### src/rtl/escalonador_pkg.sv
// Shared types for the quantum preemption scheduler: FSM states, trap causes, OS PID.
package escalonador_pkg;

  localparam int unsigned PID_W_DEF    = 4;
  localparam int unsigned CNT_W_DEF    = 16;
  localparam int unsigned QUANTUM_DEF  = 64;
  localparam int unsigned PC_W_DEF     = 32;
  localparam int unsigned CAUSA_W      = 2;
  localparam int unsigned CAUSA_WORD_W = 32;
  localparam int unsigned PID_OS       = 0;

  typedef enum logic [1:0] {
    SO     = 2'd0,
    USER   = 2'd1,
    TRAP   = 2'd2,
    HALTED = 2'd3
  } estado_t;

  typedef enum logic [CAUSA_W-1:0] {
    CAUSA_NENHUMA = 2'd0,
    CAUSA_QUANTUM = 2'd1,
    CAUSA_WAIT    = 2'd2
  } causa_t;

  // Zero-extended cause word as written to the register file by PREEMP_TO_REG.
  function automatic logic [CAUSA_WORD_W-1:0] palavra_causa(input causa_t c);
    return {(CAUSA_WORD_W - CAUSA_W)'(0), c};
  endfunction

endpackage

### src/rtl/escalonador_preempcao_if.sv
// Control-unit <-> scheduler signal bundle; master is the core, slave is the scheduler.
interface escalonador_preempcao_if
  import escalonador_pkg::*;
#(
  parameter int unsigned PID_W = PID_W_DEF,
  parameter int unsigned CNT_W = CNT_W_DEF,
  parameter int unsigned PC_W  = PC_W_DEF
);

  logic                    Set_ctx;
  logic                    Set_pid_0;
  logic                    Check_preemp;
  logic                    WAIT;
  logic                    HALT;
  logic [PID_W-1:0]        pid_in;
  logic [PC_W-1:0]         pc_in;
  logic                    quantum_wr;
  logic [CNT_W-1:0]        quantum_data;

  logic [PID_W-1:0]        pid_atual;
  logic                    trap_req;
  logic [PC_W-1:0]         pc_salvo;
  logic [CAUSA_WORD_W-1:0] causa_preemp;
  logic [CNT_W-1:0]        contador;
  logic                    halted;

  modport master (
    output Set_ctx, Set_pid_0, Check_preemp, WAIT, HALT,
    output pid_in, pc_in, quantum_wr, quantum_data,
    input  pid_atual, trap_req, pc_salvo, causa_preemp, contador, halted
  );

  modport slave (
    input  Set_ctx, Set_pid_0, Check_preemp, WAIT, HALT,
    input  pid_in, pc_in, quantum_wr, quantum_data,
    output pid_atual, trap_req, pc_salvo, causa_preemp, contador, halted
  );

endinterface

### src/rtl/escalonador_preempcao_contador_quantum.sv
// Quantum down-counter: clear beats load beats decrement; saturates at zero.
module contador_quantum #(
  parameter int unsigned CNT_W = 16
) (
  input  logic             clock,
  input  logic             reset,
  input  logic             load,
  input  logic             dec,
  input  logic             clear,
  input  logic [CNT_W-1:0] valor,
  output logic [CNT_W-1:0] contador,
  output logic             ultimo_c
);

  always_ff @(posedge clock) begin
    if (reset) begin
      contador <= '0;
    end else if (clear) begin
      contador <= '0;
    end else if (load) begin
      contador <= valor;
    end else if (dec && (contador != '0)) begin
      contador <= contador - CNT_W'(1);
    end
  end

  // Last cycle of the quantum: expiry is decided on this value.
  assign ultimo_c = (contador == CNT_W'(1));

endmodule

### src/rtl/escalonador_preempcao.sv
// Quantum-based preemption scheduler: tracks running PID, raises a 1-cycle trap to the OS.
module escalonador_preempcao
  import escalonador_pkg::*;
#(
  parameter int unsigned PID_W   = PID_W_DEF,
  parameter int unsigned CNT_W   = CNT_W_DEF,
  parameter int unsigned QUANTUM = QUANTUM_DEF,
  parameter int unsigned PC_W    = PC_W_DEF
) (
  input  logic                    clock,
  input  logic                    reset,
  escalonador_preempcao_if.slave  bus
);

  estado_t          estado;
  causa_t           causa_reg;
  logic [PID_W-1:0] pid_reg;
  logic [CNT_W-1:0] quantum_reg;
  logic [PC_W-1:0]  pc_salvo_reg;
  logic             trap_reg;
  logic             halted_reg;

  logic             cnt_load_c;
  logic             cnt_dec_c;
  logic             cnt_clear_c;
  logic             ultimo_c;
  logic             ctx_valido_c;
  logic [CNT_W-1:0] contador_val;

  assign ctx_valido_c = bus.Set_ctx && (bus.pid_in != PID_W'(PID_OS));

  // Counter control mirrors the FSM transitions; HALT freezes the count.
  always_comb begin
    cnt_load_c  = 1'b0;
    cnt_dec_c   = 1'b0;
    cnt_clear_c = 1'b0;
    if (!bus.HALT) begin
      unique case (estado)
        SO:      cnt_load_c  = ctx_valido_c;
        USER: begin
          cnt_clear_c = bus.Set_pid_0;
          cnt_dec_c   = !bus.Set_pid_0;
        end
        TRAP:    cnt_clear_c = 1'b1;
        default: ;
      endcase
    end
  end

  contador_quantum #(
    .CNT_W (CNT_W)
  ) u_contador (
    .clock    (clock),
    .reset    (reset),
    .load     (cnt_load_c),
    .dec      (cnt_dec_c),
    .clear    (cnt_clear_c),
    .valor    (quantum_reg),
    .contador (contador_val),
    .ultimo_c (ultimo_c)
  );

  // Scheduler FSM; trap_reg is set together with the move into TRAP so it tracks that state.
  always_ff @(posedge clock) begin
    if (reset) begin
      estado       <= SO;
      pid_reg      <= '0;
      quantum_reg  <= CNT_W'(QUANTUM);
      pc_salvo_reg <= '0;
      causa_reg    <= CAUSA_NENHUMA;
      trap_reg     <= 1'b0;
      halted_reg   <= 1'b0;
    end else begin
      trap_reg <= 1'b0;
      if (bus.HALT) begin
        estado     <= HALTED;
        halted_reg <= 1'b1;
      end else begin
        unique case (estado)
          SO: begin
            if (bus.quantum_wr) begin
              quantum_reg <= (bus.quantum_data == '0) ? CNT_W'(1) : bus.quantum_data;
            end
            if (bus.Check_preemp) begin
              causa_reg <= CAUSA_NENHUMA;
            end
            if (ctx_valido_c) begin
              pid_reg <= bus.pid_in;
              estado  <= USER;
            end
          end
          USER: begin
            if (bus.Set_pid_0) begin
              pid_reg   <= PID_W'(PID_OS);
              causa_reg <= CAUSA_NENHUMA;
              estado    <= SO;
            end else if (bus.WAIT) begin
              causa_reg <= CAUSA_WAIT;
              estado    <= TRAP;
              trap_reg  <= 1'b1;
            end else if (ultimo_c) begin
              causa_reg <= CAUSA_QUANTUM;
              estado    <= TRAP;
              trap_reg  <= 1'b1;
            end
          end
          TRAP: begin
            pc_salvo_reg <= bus.pc_in;
            pid_reg      <= PID_W'(PID_OS);
            estado       <= SO;
          end
          HALTED: ;
          default: estado <= SO;
        endcase
      end
    end
  end

  assign bus.pid_atual    = pid_reg;
  assign bus.trap_req     = trap_reg;
  assign bus.pc_salvo     = pc_salvo_reg;
  assign bus.causa_preemp = palavra_causa(causa_reg);
  assign bus.contador     = contador_val;
  assign bus.halted       = halted_reg;

endmodule

### src/flat_wrapper.sv
// flat-port wrapper written by rule: the top's interface ports become plain ports
module escalonador_preempcao_flat import escalonador_pkg::*;
#(
  parameter int unsigned PID_W   = PID_W_DEF,
  parameter int unsigned CNT_W   = CNT_W_DEF,
  parameter int unsigned QUANTUM = QUANTUM_DEF,
  parameter int unsigned PC_W    = PC_W_DEF
)
  (clock, reset, bus_Set_ctx, bus_Set_pid_0, bus_Check_preemp, bus_WAIT, bus_HALT, bus_pid_in, bus_pc_in, bus_quantum_wr, bus_quantum_data, bus_pid_atual, bus_trap_req, bus_pc_salvo, bus_causa_preemp, bus_contador, bus_halted);
  escalonador_preempcao_if #(.PID_W(PID_W), .CNT_W(CNT_W), .PC_W(PC_W)) bus_i ();
  input  logic clock;
  input  logic reset;
  input wire logic [$bits(bus_i.Set_ctx)-1:0] bus_Set_ctx;
  input wire logic [$bits(bus_i.Set_pid_0)-1:0] bus_Set_pid_0;
  input wire logic [$bits(bus_i.Check_preemp)-1:0] bus_Check_preemp;
  input wire logic [$bits(bus_i.WAIT)-1:0] bus_WAIT;
  input wire logic [$bits(bus_i.HALT)-1:0] bus_HALT;
  input wire logic [$bits(bus_i.pid_in)-1:0] bus_pid_in;
  input wire logic [$bits(bus_i.pc_in)-1:0] bus_pc_in;
  input wire logic [$bits(bus_i.quantum_wr)-1:0] bus_quantum_wr;
  input wire logic [$bits(bus_i.quantum_data)-1:0] bus_quantum_data;
  output wire logic [$bits(bus_i.pid_atual)-1:0] bus_pid_atual;
  output wire logic [$bits(bus_i.trap_req)-1:0] bus_trap_req;
  output wire logic [$bits(bus_i.pc_salvo)-1:0] bus_pc_salvo;
  output wire logic [$bits(bus_i.causa_preemp)-1:0] bus_causa_preemp;
  output wire logic [$bits(bus_i.contador)-1:0] bus_contador;
  output wire logic [$bits(bus_i.halted)-1:0] bus_halted;
  assign bus_i.Set_ctx = bus_Set_ctx;
  assign bus_i.Set_pid_0 = bus_Set_pid_0;
  assign bus_i.Check_preemp = bus_Check_preemp;
  assign bus_i.WAIT = bus_WAIT;
  assign bus_i.HALT = bus_HALT;
  assign bus_i.pid_in = bus_pid_in;
  assign bus_i.pc_in = bus_pc_in;
  assign bus_i.quantum_wr = bus_quantum_wr;
  assign bus_i.quantum_data = bus_quantum_data;
  assign bus_pid_atual = bus_i.pid_atual;
  assign bus_trap_req = bus_i.trap_req;
  assign bus_pc_salvo = bus_i.pc_salvo;
  assign bus_causa_preemp = bus_i.causa_preemp;
  assign bus_contador = bus_i.contador;
  assign bus_halted = bus_i.halted;
  escalonador_preempcao #(.PID_W(PID_W), .CNT_W(CNT_W), .QUANTUM(QUANTUM), .PC_W(PC_W)) u_core (.clock(clock), .reset(reset), .bus(bus_i));
endmodule
### config.mk
export PLATFORM = sky130hd
export DESIGN_NAME = escalonador_preempcao_flat
export DESIGN_NICKNAME = d
export VERILOG_FILES = /design/src/rtl/escalonador_pkg.sv /design/src/rtl/escalonador_preempcao_if.sv /design/src/rtl/escalonador_preempcao_contador_quantum.sv /design/src/rtl/escalonador_preempcao.sv /design/src/flat_wrapper.sv
export SDC_FILE = /design/constraint.sdc
export NUM_CORES = 1
export LEC_CHECK = 0
export CAP_MARGIN = 0
export CORE_MARGIN = 2
export CORE_UTILIZATION = 60
export CTS_BUF_LIST = sky130_fd_sc_hd__clkbuf_4 sky130_fd_sc_hd__clkbuf_8
export DETAILED_ROUTE_END_ITERATION = 10
export DONT_BUFFER_PORTS = 1
export GPL_ROUTABILITY_DRIVEN = 1
export HOLD_SLACK_MARGIN = 0.03
export PLACE_DENSITY = 0.87
export SLEW_MARGIN = 20
export SYNTH_ARGS = -nofsm -noshare
export SYNTH_HDL_FRONTEND = slang
export SYNTH_SLANG_ARGS = --single-unit
### constraint.sdc
create_clock -name clock -period 5.1 [get_ports clock]
set_input_delay 1.02 -clock clock [delete_from_list [all_inputs] [get_ports clock]]
set_output_delay 1.02 -clock clock [all_outputs]
set_load 0.02 [all_outputs]
==> results.cfg <==
[placement]
dp_hpwl_mm = 5.16
place_inst = 468
io_buffers = 0
gp_congestion = 0.875

[drt]
dr_wl_met2_mm = 3.56
drt_wl_total_mm = 7.19
routedWlPerCell_um = 14.9
ant_nets = 0
highest_layer = met4
via_per_inst = 5.62
num_vias = 2721
drc = 0
met1Wirelength_mm = 2.87
first_iter_violations = 135
wl_met3_um = 637
first_pass_iters = 5

[global_route]
grt_pass1_vias = 2515
grt_overflow = 0
antenna_found_initial = 0
grtUsageTotal_pct = 22.8
grt_pass1_wl_mm = 11.2
grt_max_degree = 60

[layout]
diodes = 0
fin_cells = 484
largest_reg_flops = 32
area_growth_pct = 2.83
drive_gt1_share_pct = 5.58
fin_nets = 473

[min_path]
min_from = u_core.quantum_reg[12]
min_path_type = reg2reg
min_to = u_core.quantum_reg[12]
whs_path_depth = 2

[critical_path]
rr_startpoint = u_core.estado[1]
r2r-end = u_core.u_contador.contador[7]
worstPathArrival_ns = 2.75
rr_worst_depth = 6
rrSetupSlack_ns = 2.60
worst_setup_path_end_kind = flop
critPathMaxFanout = 6
crit_type = reg2reg
critPathRequiredTime_ns = 5.35
start_kind = flop

[synth]
synth-seq-cells = 74
ys.flop_type = dfxtp_1
synth_edf_count = 0
yosysSeqAreaShare_pct = 44.1
synth_area_sq_um = 3360
ys_async_sr_fraction_pct = 0
yosys_warnings = 0
avgSynthCellArea_sq_um = 7.94
netlist_instances = 423
synth.distinct_cells = 43

[floorplan]
coreArea_sq_um = 5440
die-area_sq_um = 6210
die_w_um = 78.8
initial_utilization_pct = 61.7
num_rows = 27
die_y_um = 78.8
boundaryPins = 146

[timing]
skew_ns = 0.00522
fin_crit_ns = 2.50
rsz0062_at_grt = false
finalCritPeriodShare_pct = 49.1
tns_ns = 0
slew_violations = 0
hold_viol = 0
finalSetupViolCount = 0
fmax_mhz = 400
max-slew-margin-rel_pct = 48.5
tightest_slew_ns = 0.763

[clock_network]
cts_setup_buffers = 0
hold_buffers = 0
clockBufferDepth = 2
numCtsBuffers = 9
cts_root_buf = clkbuf_8
clk_latency_ns = 0.34
tritoncts = yes
htree_levels = 3
path_clk_slew_ns = 0.08
clock-sinks = 74
ctsResizeCount = 0

[flow_run]
maxCapViolations = 0

[power]
p_leak_nw = 1.23
vdd_drop_max_mv = 0.232
power_per_cell_area_nw_per_um2 = 381

[outcome]
status = complete, no violations
## stage by stage
step / total power [mW] / area [sq um] / util (%) / worst slack, ns / hold slack, ns
2_1_floorplan: 0.859 / 3470 / - / 2.36 / 0.425
3_3_place_gp: 0.861 / 3240 / 59.5 / 2.31 / 0.438
3_5_place_dp: 0.868 / 3240 / 59.5 / 2.27 / 0.443
4_1_cts: 1.32 / 3440 / 63.3 / 2.60 / 0.454
5_1_grt: 1.38 / 3450 / 63.5 / 2.46 / 0.480
6_report: 1.32 / 3450 / 63.5 / 2.60 / 0.453
## how the worst max path moves through the flow
stage                                start                             end  slack (ns)
after floorplan                   bus_HALT   u_core.u_contador.contador[7]        2.36
after global placement            bus_HALT   u_core.u_contador.contador[7]        2.31
after detailed placement          bus_HALT   u_core.u_contador.contador[7]        2.27
after CTS                 u_core.estado[1]   u_core.u_contador.contador[7]        2.60
after global routing         bus_pid_in[2]  u_core.u_contador.contador[11]        2.46
final                     u_core.estado[1]   u_core.u_contador.contador[7]        2.60
## power by group
group,internal [mW],switching [mW]
Sequential,0.610,0.0570
Clock,0.239,0.217
Combinational,0.0705,0.123
Total,0.920,0.397
## placed cells by master, fill, tap and decap left out, drive strengths merged, types with 4 or more instances in the layout
master,Yosys,routed
nand2,111,111
dfxtp,74,74
a21oi,52,52
conb,1,30
o21ai,16,16
nor2,15,15
nor4,12,12
clkbuf,24,10
nand2b,10,10
nor3,9,9
xnor2,8,8
or4,7,7
nand3b,6,6
ha,6,6
inv,4,4
nor2b,4,4
## metal layers
metal  vias up  GRT usage (%)
li1       1339              -
met4         0           12.4
met1      1247           26.8
met5         -              0
met3        13           7.39
met2       122           37.0
## kinds of logic after synthesis
logic type	Yosys count	share of synthesized area (%)
AND/OR/NAND/NOR	184	25.4
AO/OA/AOI/OAI	85	14.5
flip-flops	74	44.1
buffers and inverters	60	10.1
XOR/XNOR	10	2.61
adder cells (fa/ha/maj)	6	2.24
multiplexers	3	0.931
other	1	0.112
## cell type report
type | count | area, sq um
multi-input combinational | 318 | 1660
inverter | 4 | 15.0
sequential | 74 | 1480
tap | 72 | 90.1
clock inverter | 6 | 66.3
clock buffer | 10 | 138
fill | 488 | 1990
## worst max-delay path, cell delays in order, from the launching register on
cell and delay (ns):
dfxtp_1 0.35, inv_1 0.10, ha_1 0.25, or3b_1 0.42
or4_1 0.53, or4_1 0.50, a311oi_1 0.27
## Yosys cell counts, drive strengths merged, types with 3 or more instances
cell | instances | area (sq um)
a21oi | 52 | 260
nor4 | 12 | 75.1
inv | 4 | 15.0
nand2b | 10 | 62.6
clkbuf | 24 | 91.3
nor2b | 4 | 25.0
buf | 32 | 233
o31ai | 3 | 22.5
or3 | 3 | 18.8
nor3 | 9 | 45.0
dfxtp | 74 | 1480
or4 | 7 | 52.6
xnor2 | 8 | 70.1
nand2 | 111 | 417
nand3b | 6 | 45.0
or3b | 3 | 26.3
ha | 6 | 75.1
o21ai | 16 | 80.1
nor2 | 15 | 56.3
Note: power is estimated with default switching activity, not from simulation.
